### config.mk
export PLATFORM = sky130hd
export DESIGN_NAME = run_sequencer_flat
export DESIGN_NICKNAME = d
export VERILOG_FILES = /design/src/rtl/run_sequencer_if.sv /design/src/rtl/run_sequencer.sv /design/src/flat_wrapper.sv
export SDC_FILE = /design/constraint.sdc
export NUM_CORES = 1
export LEC_CHECK = 0
export CELL_PAD_IN_SITES_DETAIL_PLACEMENT = 0
export CELL_PAD_IN_SITES_GLOBAL_PLACEMENT = 1
export CORE_UTILIZATION = 34
export CTS_CLUSTER_DIAMETER = 40
export CTS_CLUSTER_SIZE = 16
export DETAILED_ROUTE_END_ITERATION = 6
export PLACE_DENSITY_LB_ADDON = 0.12
export SLEW_MARGIN = 20
export SYNTH_ARGS = -nofsm -noshare
export SYNTH_HDL_FRONTEND = slang
export SYNTH_SLANG_ARGS = --single-unit
export TNS_END_PERCENT = 50
### constraint.sdc
create_clock -name Clk -period 3.4 [get_ports Clk]
set_input_delay 0.68 -clock Clk [delete_from_list [all_inputs] [get_ports Clk]]
set_output_delay 0.68 -clock Clk [all_outputs]
set_load 0.05 [all_outputs]
### src/rtl/run_sequencer_if.sv
// Host/core bundle for the run sequencer: start handshake, program table,
// branch controls from the core, and the sequencer's status outputs.
interface run_sequencer_if #(
  parameter int T = 10,
  parameter int P = 4,
  parameter int C = 16
);
  logic                 req;
  logic [$clog2(P)-1:0] prog_sel;
  logic [P*T-1:0]       start_addr;
  logic                 BranchAlways;
  logic                 BranchEZ;
  logic                 BranchNZ;
  logic                 Zero;
  logic [T-1:0]         Target;
  logic                 Done;
  logic [C-1:0]         cycle_limit;
  logic [T-1:0]         ProgCtr;
  logic [T-1:0]         ProgCtr_p1;
  logic                 run;
  logic                 ack;
  logic                 timeout;
  logic [C-1:0]         cycles;

  // Host and core side: drives requests and branch controls, reads status.
  modport master (
    output req, prog_sel, start_addr, BranchAlways, BranchEZ, BranchNZ,
           Zero, Target, Done, cycle_limit,
    input  ProgCtr, ProgCtr_p1, run, ack, timeout, cycles
  );

  // Sequencer side.
  modport slave (
    input  req, prog_sel, start_addr, BranchAlways, BranchEZ, BranchNZ,
           Zero, Target, Done, cycle_limit,
    output ProgCtr, ProgCtr_p1, run, ack, timeout, cycles
  );
endinterface

### src/rtl/run_sequencer.sv
// Run sequencer: IDLE -> LOAD -> RUN -> FINISH program-counter controller
// with branch handling, a saturating cycle counter and an optional watchdog.
module run_sequencer #(
  parameter int T = 10,
  parameter int P = 4,
  parameter int C = 16
) (
  input  logic          Clk,
  input  logic          Reset,
  run_sequencer_if.slave bus
);
  localparam int SW = $clog2(P);

  typedef enum logic [1:0] {
    IDLE   = 2'd0,
    LOAD   = 2'd1,
    RUN    = 2'd2,
    FINISH = 2'd3
  } state_t;

  state_t         state_reg, state_next;
  logic [SW-1:0]  sel_reg, sel_next;
  logic [T-1:0]   pc_reg, pc_next;
  logic [C-1:0]   cyc_reg, cyc_next;
  logic           tmo_reg, tmo_next;
  logic           run_reg, ack_reg;

  logic [T-1:0]   entry [P];
  logic [T-1:0]   pc_p1;
  logic [C:0]     cyc_plus;
  logic           taken;
  logic           watchdog_hit;

  // Unpack the flat entry-point table into one address per program.
  for (genvar gi = 0; gi < P; gi++) begin : g_entry
    assign entry[gi] = bus.start_addr[gi*T +: T];
  end

  assign pc_p1    = pc_reg + T'(1);
  // One extra bit so a saturated counter never aliases onto a small limit.
  assign cyc_plus = {1'b0, cyc_reg} + {{C{1'b0}}, 1'b1};
  // All three branch conditions share the same destination, so their
  // priority order collapses to a single OR.
  assign taken    = bus.BranchAlways
                  | (bus.BranchEZ & bus.Zero)
                  | (bus.BranchNZ & ~bus.Zero);
  assign watchdog_hit = (bus.cycle_limit != '0) &&
                        (cyc_plus == {1'b0, bus.cycle_limit});

  // Next-state and datapath decisions for each sequencer state.
  always_comb begin
    state_next = state_reg;
    sel_next   = sel_reg;
    pc_next    = pc_reg;
    cyc_next   = cyc_reg;
    tmo_next   = tmo_reg;
    case (state_reg)
      IDLE: begin
        if (bus.req) begin
          state_next = LOAD;
          // An out-of-range program index falls back to program 0.
          sel_next   = (int'(bus.prog_sel) < P) ? bus.prog_sel : '0;
        end
      end
      LOAD: begin
        pc_next    = entry[sel_reg];
        cyc_next   = '0;
        tmo_next   = 1'b0;
        state_next = RUN;
      end
      RUN: begin
        if (bus.Done) begin
          // The completion edge is not an executed step: PC and the cycle
          // count stay exactly as they were when the core signalled Done.
          state_next = FINISH;
          tmo_next   = 1'b0;
        end else begin
          pc_next  = taken ? bus.Target : pc_p1;
          cyc_next = cyc_plus[C] ? cyc_reg : cyc_plus[C-1:0];
          if (watchdog_hit) begin
            state_next = FINISH;
            tmo_next   = 1'b1;
          end
        end
      end
      FINISH: begin
        if (!bus.req) state_next = IDLE;
      end
      default: state_next = IDLE;
    endcase
  end

  // State and datapath registers; run/ack are decoded from the next state so
  // they are registered and line up with the state they describe.
  always_ff @(posedge Clk or negedge Reset) begin
    if (!Reset) begin
      state_reg <= IDLE;
      sel_reg   <= '0;
      pc_reg    <= '0;
      cyc_reg   <= '0;
      tmo_reg   <= 1'b0;
      run_reg   <= 1'b0;
      ack_reg   <= 1'b0;
    end else begin
      state_reg <= state_next;
      sel_reg   <= sel_next;
      pc_reg    <= pc_next;
      cyc_reg   <= cyc_next;
      tmo_reg   <= tmo_next;
      run_reg   <= (state_next == RUN);
      ack_reg   <= (state_next == FINISH);
    end
  end

  assign bus.ProgCtr    = pc_reg;
  assign bus.ProgCtr_p1 = pc_p1;
  assign bus.run        = run_reg;
  assign bus.ack        = ack_reg;
  assign bus.timeout    = tmo_reg;
  assign bus.cycles     = cyc_reg;
endmodule

### src/flat_wrapper.sv
// flat-port wrapper written by rule: the top's interface ports become plain ports
module run_sequencer_flat 
#(
  parameter int T = 10,
  parameter int P = 4,
  parameter int C = 16
)
  (Clk, Reset, bus_req, bus_prog_sel, bus_start_addr, bus_BranchAlways, bus_BranchEZ, bus_BranchNZ, bus_Zero, bus_Target, bus_Done, bus_cycle_limit, bus_ProgCtr, bus_ProgCtr_p1, bus_run, bus_ack, bus_timeout, bus_cycles);
  run_sequencer_if #(.T(T), .P(P), .C(C)) bus_i ();
  input  logic Clk;
  input  logic Reset;
  input wire logic [$bits(bus_i.req)-1:0] bus_req;
  input wire logic [$bits(bus_i.prog_sel)-1:0] bus_prog_sel;
  input wire logic [$bits(bus_i.start_addr)-1:0] bus_start_addr;
  input wire logic [$bits(bus_i.BranchAlways)-1:0] bus_BranchAlways;
  input wire logic [$bits(bus_i.BranchEZ)-1:0] bus_BranchEZ;
  input wire logic [$bits(bus_i.BranchNZ)-1:0] bus_BranchNZ;
  input wire logic [$bits(bus_i.Zero)-1:0] bus_Zero;
  input wire logic [$bits(bus_i.Target)-1:0] bus_Target;
  input wire logic [$bits(bus_i.Done)-1:0] bus_Done;
  input wire logic [$bits(bus_i.cycle_limit)-1:0] bus_cycle_limit;
  output wire logic [$bits(bus_i.ProgCtr)-1:0] bus_ProgCtr;
  output wire logic [$bits(bus_i.ProgCtr_p1)-1:0] bus_ProgCtr_p1;
  output wire logic [$bits(bus_i.run)-1:0] bus_run;
  output wire logic [$bits(bus_i.ack)-1:0] bus_ack;
  output wire logic [$bits(bus_i.timeout)-1:0] bus_timeout;
  output wire logic [$bits(bus_i.cycles)-1:0] bus_cycles;
  assign bus_i.req = bus_req;
  assign bus_i.prog_sel = bus_prog_sel;
  assign bus_i.start_addr = bus_start_addr;
  assign bus_i.BranchAlways = bus_BranchAlways;
  assign bus_i.BranchEZ = bus_BranchEZ;
  assign bus_i.BranchNZ = bus_BranchNZ;
  assign bus_i.Zero = bus_Zero;
  assign bus_i.Target = bus_Target;
  assign bus_i.Done = bus_Done;
  assign bus_i.cycle_limit = bus_cycle_limit;
  assign bus_ProgCtr = bus_i.ProgCtr;
  assign bus_ProgCtr_p1 = bus_i.ProgCtr_p1;
  assign bus_run = bus_i.run;
  assign bus_ack = bus_i.ack;
  assign bus_timeout = bus_i.timeout;
  assign bus_cycles = bus_i.cycles;
  run_sequencer #(.T(T), .P(P), .C(C)) u_core (.Clk(Clk), .Reset(Reset), .bus(bus_i));
endmodule
== Word level (Yosys, flattened, before mapping) ==
Cells that the tools add are included.
Storage, ports and cells
  logic and storage cells: 50
  input bits: 76
  register bits after elaboration: 33
  output and inout bits: 39
Operators by class
  magnitude comparators: 1
  add/subtract/negate cells: 2
  equality and inequality tests: 9
  reductions and logical operators: 8
  multiplexer cells: 17
  bitwise gates (word level): 6
Operators with widths (number)
  $mux W10: 4
  $mux W16: 2
  $pmux W16 S2: 1
  $bmux W10 S2: 1
  $pmux W10 S2: 1
  $add A16 B1 Y17 const B: 1
  $eq A17 B16 Y1: 1
  $reduce_bool A16 Y1: 1
  $add A10 B1 Y10 const B: 1
  $eq A2 B2 Y1 const B: 4
  $mux W2: 4
  $pmux W2 S4: 1
  $reduce_and A2 Y1: 3
  $ne A2 B2 Y1 const B: 2
  $ge A3 B3 Y1 const B: 1
  $ne A3 B2 Y1 const B: 1
  $not A2 Y3: 1
  $reduce_and A3 Y1: 1
  $and A1 B1 Y1: 2
  $eq A2 B1 Y1 const B: 1
  $logic_not A2 Y1: 1
  $mux W1: 2
  $or A1 B1 Y1: 2
  $pmux W1 S2: 1
  other kinds (3): 3

== Depth between registers and ports, before layout ==
  word-level depth: 7
  mapped depth: 9
  depth with buffers taken out: 7

== Worst setup path after synthesis ==
OpenSTA, ideal clock, no wires.
  path kind: reg2out
  from: reg u_core.pc_reg[1] (netlist: u_core.bus.ProgCtr[1])
  to: out bus_ProgCtr_p1[8]
  data required time: 2.720 ns
  setup slack: 0.571 ns
  buffers on the path: 0
  stages on the path, launching flop included: 5
  arrival: 2.149 ns
  path through: dfrtp_1 > ha_1 > nand3_1 > nor3_1 > xor2_1
On the way
  cells in the longest elaborated chain, start to end: 1
Ends and longest elaborated chain
  from (decl): RTL line run_sequencer.sv:23  | logic [T-1:0] pc_reg, pc_next;
  from (signal assigned): RTL line run_sequencer.sv:107  | pc_reg <= pc_next;
  $add A10 B1 Y10: RTL line run_sequencer.sv:39  | assign pc_p1 = pc_reg + T'(1);
  to (decl): RTL line flat_wrapper.sv:23  | output wire logic [$bits(bus_i.ProgCtr_p1)-1:0] bus_ProgCtr_p1;
No other way between the ends.

== Final worst setup path ==
  from: reg u_core.pc_reg[0] (netlist: u_core.bus.ProgCtr[0])
  to: out bus_ProgCtr_p1[8]
Same word-level chain as after synthesis.

==> impl_metrics.env <==
export IMPL_final_antenna_net_count=0
export IMPL_port_buffers=114
export IMPL_post_cts_resize_count=0
export IMPL_cts_max_level=2
export IMPL_worst_setup_path_type="reg2out"
export IMPL_core_um2=8180
export IMPL_yosysTopAreaCell="dfrtp_1"
export IMPL_ios=115
export IMPL_grt_ovfl_total=0
export IMPL_fin_util_pct=50.9
export IMPL_cts_hold_buffers=0
export IMPL_start_util_pct=35.1
export IMPL_max_slew_margin_rel_pct=51.5
export IMPL_power_density_nw_per_um2=717
export IMPL_layout_min_cycle_time_ps=3120
export IMPL_start_kind="flip-flop"
export IMPL_die_h_um=93.9
export IMPL_placed_area_um2=4090
export IMPL_dominantRegCellSynth="dfrtp_1"
export IMPL_max_cap_violations=0
export IMPL_via_per_inst=5.47
export IMPL_fmax_ghz=0.321
export IMPL_cts_root_buf="clkbuf_8"
export IMPL_grt_pass1_vias=2692
export IMPL_status="complete, no violations"
export IMPL_setup_viol=0
export IMPL_crit_fanout=6
export IMPL_drc=0
export IMPL_end_kind="output pin"
export IMPL_drtIter0Drc=181
export IMPL_fin_area_um2=4170
export IMPL_clk_pin_slew_ps=70
export IMPL_p_total_mw=2.99
export IMPL_fin_tns_setup_ps=0
export IMPL_drt_pass1_iter_count=5
export IMPL_critical_path_required_ps=2720
export IMPL_routedWlPerCell_um=17.1
export IMPL_multi_input_area_um2=1910
export IMPL_async_flop_share_pct=100
export IMPL_die_area_um2=8810
export IMPL_clock_sinks=33
export IMPL_ir_drop_v=0.000367
export IMPL_finalMaxSlewViolations=0
export IMPL_antenna_found_initial=0
export IMPL_syn_area_per_cell_um2=8.88
export IMPL_hold_violations=0
export IMPL_gp_congestion=0.815
export IMPL_netlist_area_um2=2870
export IMPL_critical_path_arrival_ps=2440
export IMPL_die_w_um=93.9
export IMPL_synth_edf_count=0
export IMPL_final_period_utilization_pct=91.7
export IMPL_fin_nets=512
export IMPL_area_delta_synth_final_pct=45.2
export IMPL_postCtsSetupBuffers=0
export IMPL_ys_warn_count=0
export IMPL_hp_class="reg2reg"
export IMPL_antennaDiodeCount=0
export IMPL_seqCellArea_um2=826
export IMPL_drive_above_1_share_pct=9.35
export IMPL_vias=2915
export IMPL_syn_num_nets=406
export IMPL_rows=33
export IMPL_largest_reg_flops=16
export IMPL_cts_tree="built"
export IMPL_worst_slack_ps=281
export IMPL_clk_latency_ps=280
export IMPL_grt_use_total_pct=21.5
export IMPL_grt_pass1_wl_um=14600
export IMPL_rsz0062_at_grt="no"
export IMPL_ys_ff_latch=33
export IMPL_netlist_instances=323
export IMPL_cts_buffer_depth=2
export IMPL_yosys_top_cells_area="dfrtp_1, mux4_2, mux2i_1, o21ai_0, xnor2_1"
export IMPL_power_leakage_nw=1.56
export IMPL_post_place_ws_ps=592
export IMPL_fin_worst_skew_ps=3.52
export IMPL_fill_cells=772
export IMPL_seq_area_frac_synth_pct=28.8
export IMPL_synth_top_cell_area_share_pct=28.8
export IMPL_worst_pin_slew_ps=727
export IMPL_dpl_hpwl_um=6920
export IMPL_finalWirelength_um=9110
export IMPL_cts_buffers=5
export IMPL_grt_start_max_net_pins=34
export IMPL_synth_cell_types=56
## worst max-delay path: stages (launching register included)
cell	delay, ps
dfrtp_1	440
ha_1	210
nand3_1	160
nor3_1	280
xor2_1	220
clkdlybuf4s50_1	840
## cells in the final DEF (no fill, tap or decap), drive strengths merged, types with 9 or more instances in the layout
master | netlist | final
mux2i | 19 | 19
nor4 | 9 | 9
inv | 9 | 9
xor2 | 11 | 11
clkdlybuf4s50 | 0 | 114
dfrtp | 33 | 33
xnor2 | 17 | 17
nor2 | 20 | 20
nand3 | 10 | 10
o21ai | 41 | 41
o31ai | 10 | 10
nand2 | 33 | 33
mux4 | 10 | 10
## layout make-up
type,instances,share of cell area [%]
Clock buffer,5,1.65
Clock inverter,1,0.120
Inverter,10,0.901
Multi-Input combinational cell,259,45.9
Sequential cell,33,19.8
Tap cell,105,3.15
Timing Repair Buffer,120,28.5
## cells by family (layout without fill, tap and decap cells)
group / count (synthesis) / count (layout) / share of synthesized area, %
simple gates: 105 / 105 / 19.5
mux: 32 / 32 / 15.7
flops: 33 / 33 / 28.8
buf+inv: 31 / 136 / 4.80
compound gates: 87 / 87 / 19.6
xor+xnor: 28 / 28 / 8.55
fa+ha+maj: 7 / 7 / 3.05
## cells in the mapped netlist, types with 3 or more instances
cell type,instances
xnor2_1,17
and2_1,3
nand3_1,8
nand2_1,33
inv_1,9
nor2_1,19
dfrtp_1,33
mux4_2,10
or2_2,3
nand4_1,6
buf_2,8
o21ai_0,38
a31oi_1,6
a21oi_1,6
and3_1,5
nor4_1,8
clkbuf_1,11
mux2i_1,19
ha_1,7
mux2_2,3
xor2_1,11
o41ai_1,4
nor2b_1,3
nor3_1,4
o31ai_1,10
a21o_1,3
## path summary, 6_finish.rpt
kind / startpoint / end / slack [ps] / depth (start not counted)
min: u_core.bus.timeout / u_core.bus.timeout / 530 / 2
max in group asynchronous: Reset / u_core.bus.ack / 2240 / 2
min reg2reg: u_core.bus.timeout / u_core.bus.timeout / 530 / 2
max reg2reg: u_core.bus.cycles[0] / u_core.bus.run / 720 / 7
max: u_core.bus.ProgCtr[0] / bus_ProgCtr_p1[8] / 280 / 5
min in group asynchronous: Reset / u_core.bus.cycles[3] / 820 / 2
## report_power, final
| group | switching, mW | internal (mW) | leakage (nW) |
|---|---|---|---|
| Sequential | 0.224 | 0.502 | 0.432 |
| Clock | 0.144 | 0.135 | 0.0399 |
| Combinational | 1.19 | 0.789 | 1.09 |
| Total | 1.56 | 1.43 | 1.56 |
## through the flow
stage               cells  hold slack [ps]
finish                533              535
global route          533              590
CTS                   533              534
detailed placement    527              510
global placement      527              514
floorplan             323              384
## per-layer routing
layer / global-route usage [%] / wire (µm) / share of wire (%) / vias up
met5: 0 / 0 / 0 / -
met4: 4.10 / 30 / 0.33 / 0
met3: 3.88 / 641 / 7.0 / 2
met2: 32.1 / 4160 / 46 / 89
met1: 32.2 / 4270 / 47 / 1396
li1: - / - / - / 1428
Power figures use the tool's default switching activity.
==> RTL edit (same flow settings) <==
`P` is set to 4 in 3 places; all go to 2.
--- a/src/rtl/run_sequencer_if.sv
+++ b/src/rtl/run_sequencer_if.sv
@@ -4,3 +4,3 @@
   parameter int T = 10,
-  parameter int P = 4,
+  parameter int P = 2,
   parameter int C = 16
--- a/src/rtl/run_sequencer.sv
+++ b/src/rtl/run_sequencer.sv
@@ -4,3 +4,3 @@
   parameter int T = 10,
-  parameter int P = 4,
+  parameter int P = 2,
   parameter int C = 16
--- a/src/flat_wrapper.sv
+++ b/src/flat_wrapper.sv
@@ -4,3 +4,3 @@
   parameter int T = 10,
-  parameter int P = 4,
+  parameter int P = 2,
   parameter int C = 16
Interface: changed (resized bus_prog_sel and bus_start_addr); port bits go from 115 to 94. The function was not compared with the original's and may differ.
==> RTL edit against the original RTL <==
- synthesized cell count is 6.2% lower
- wire length is 15% lower
- count of clock-buffer cells in the layout is 1 higher
- worst hold slack better by 8.2 ps
- final area is 12% lower
- worst setup slack better by 77 ps
- critical path depth stayed put
- clock skew is 1.9 ps higher
- sequential cell count is 1 lower
- fmax is 2.5% higher
- highest routed layer unchanged
- area after synthesis is 9.2% lower
- power is 11% lower
- largest cell class unchanged
==> RTL edit: results (changes against the original RTL) <==
- Met1 Usage GRT: 26.0% (-6.3 points)
- Commonest cells in the netlist: o21ai_0, dfrtp_1, xnor2_1, nor2_1, a21oi_1
- Number of fill cells in the layout: 703 (-8.9%)
- FF/Latch Area: 801 um^2 (-3.0%)
- Hold WS: 543 ps (+8.17 ps)
- Non-clk bufs: 97 (-19%)
- Largest net degree at the start of global routing: 33 (-2.9%)
- Worst VDD drop: 0.210 mV (-43%)
- Area contributors post-synth: dfrtp_1, xnor2_1, o21ai_0
- Multi-input gates: 246 (-5.0%)
- Clk_skew: 5.38 ps (+1.86 ps)
- Syn nets: 365 (-10%)
- WL/cell: 15.8 um (-7.8%)
- Clock net power: 280 uW (about the same)
- Slew @ Worst Pin: 594 ps (-133 ps)
- Crit path to: bus_ProgCtr_p1[9]
- IO Port Bufs: 93 (-18%)
- Reg2Reg Setup Slack: 990 ps (+270 ps)
- Inst Count DP: 482 (-8.5%)
- Post-synthesis cell count: 303 (-6.2%)
- NumNets Final: 452 (-12%)
- Crit-path max FO: 7 (+1)
- Invs w/o clock: 8 (-2)
- Seq pwr share: 23.4% (-0.9 points)
- Register area share after synthesis: 30.7% (+1.9 points)
- Tap Cells: 99 (-5.7%)
- Seq/total area: 21.8% (+1.9 points)
- Reg2reg end: u_core.bus.cycles[7]$_DFFE_PN0P_
- M1 WL: 3570 um (-17%)
- Outcome: finished clean
- First-pass GRT wire length: 12100 um (-17%)
- Share of cells above drive strength 1: 7.69% (-1.7 points)
- GP Congestion: 0.819 (+0.48%)
- Vias in the first global route: 2445 (-9.2%)
- Final Cycle Share: 89.5% (-2.3 points)
- Clk network pwr share: 10.5% (+1.2 points)
- Worst Setup SP: u_core.bus.ProgCtr[2]$_DFFE_PN0P_
- ClkCell Share: 2.11% (+0.34 points)
- Clkbuf count: 6 (+1)
- Tot GR Track Use: 20.1% (-1.5 points)
- Placed cell area: 0.00360 mm^2 (-12%)
- Fin cells: 489 (-8.3%)
- DP Worst Slack: 651 ps (+59.3 ps)
- Post-synth cell types: 51 (-8.9%)
- M2 GR Usage: 33.2% (+1.1 points)
- Fraction of area in multi-input gates: 45.8% (-0.053 points)
- Seq_cells: 32 (-3.0%)
==> RTL edit: cell types whose count changed after synthesis, sizes merged, moves of 4 or more <==
cell,change
nand2,-18
a21oi,+13
mux4,-10
nand4,+10
nand3,+7
and3,+6
clkbuf,-6
mux2i,-6
o21ai,-5
o31ai,-5
xnor2,+5
mux2,+4
==> RTL edit: cells by family after synthesis <==
logic type / after synthesis / synth area share (%)
buffers and inverters: 25 / 4.80
multiplexers: 20 / 8.02
flip-flops: 32 / 30.7
AO/OA/AOI/OAI: 82 / 19.2
AND/OR/NAND/NOR: 107 / 23.8
adder cells (fa/ha/maj): 7 / 3.36
XOR/XNOR: 30 / 10.1
==> RTL edit: worst max-delay path: cells and delay by family, from the launching register on <==
| kind | cells | cell delay, ps |
|---|---|---|
| buffers and inverters | 1 | 830 |
| and+or+nand+nor | 3 | 610 |
| DFF | 1 | 440 |
| xor gates and xnor gates | 1 | 190 |
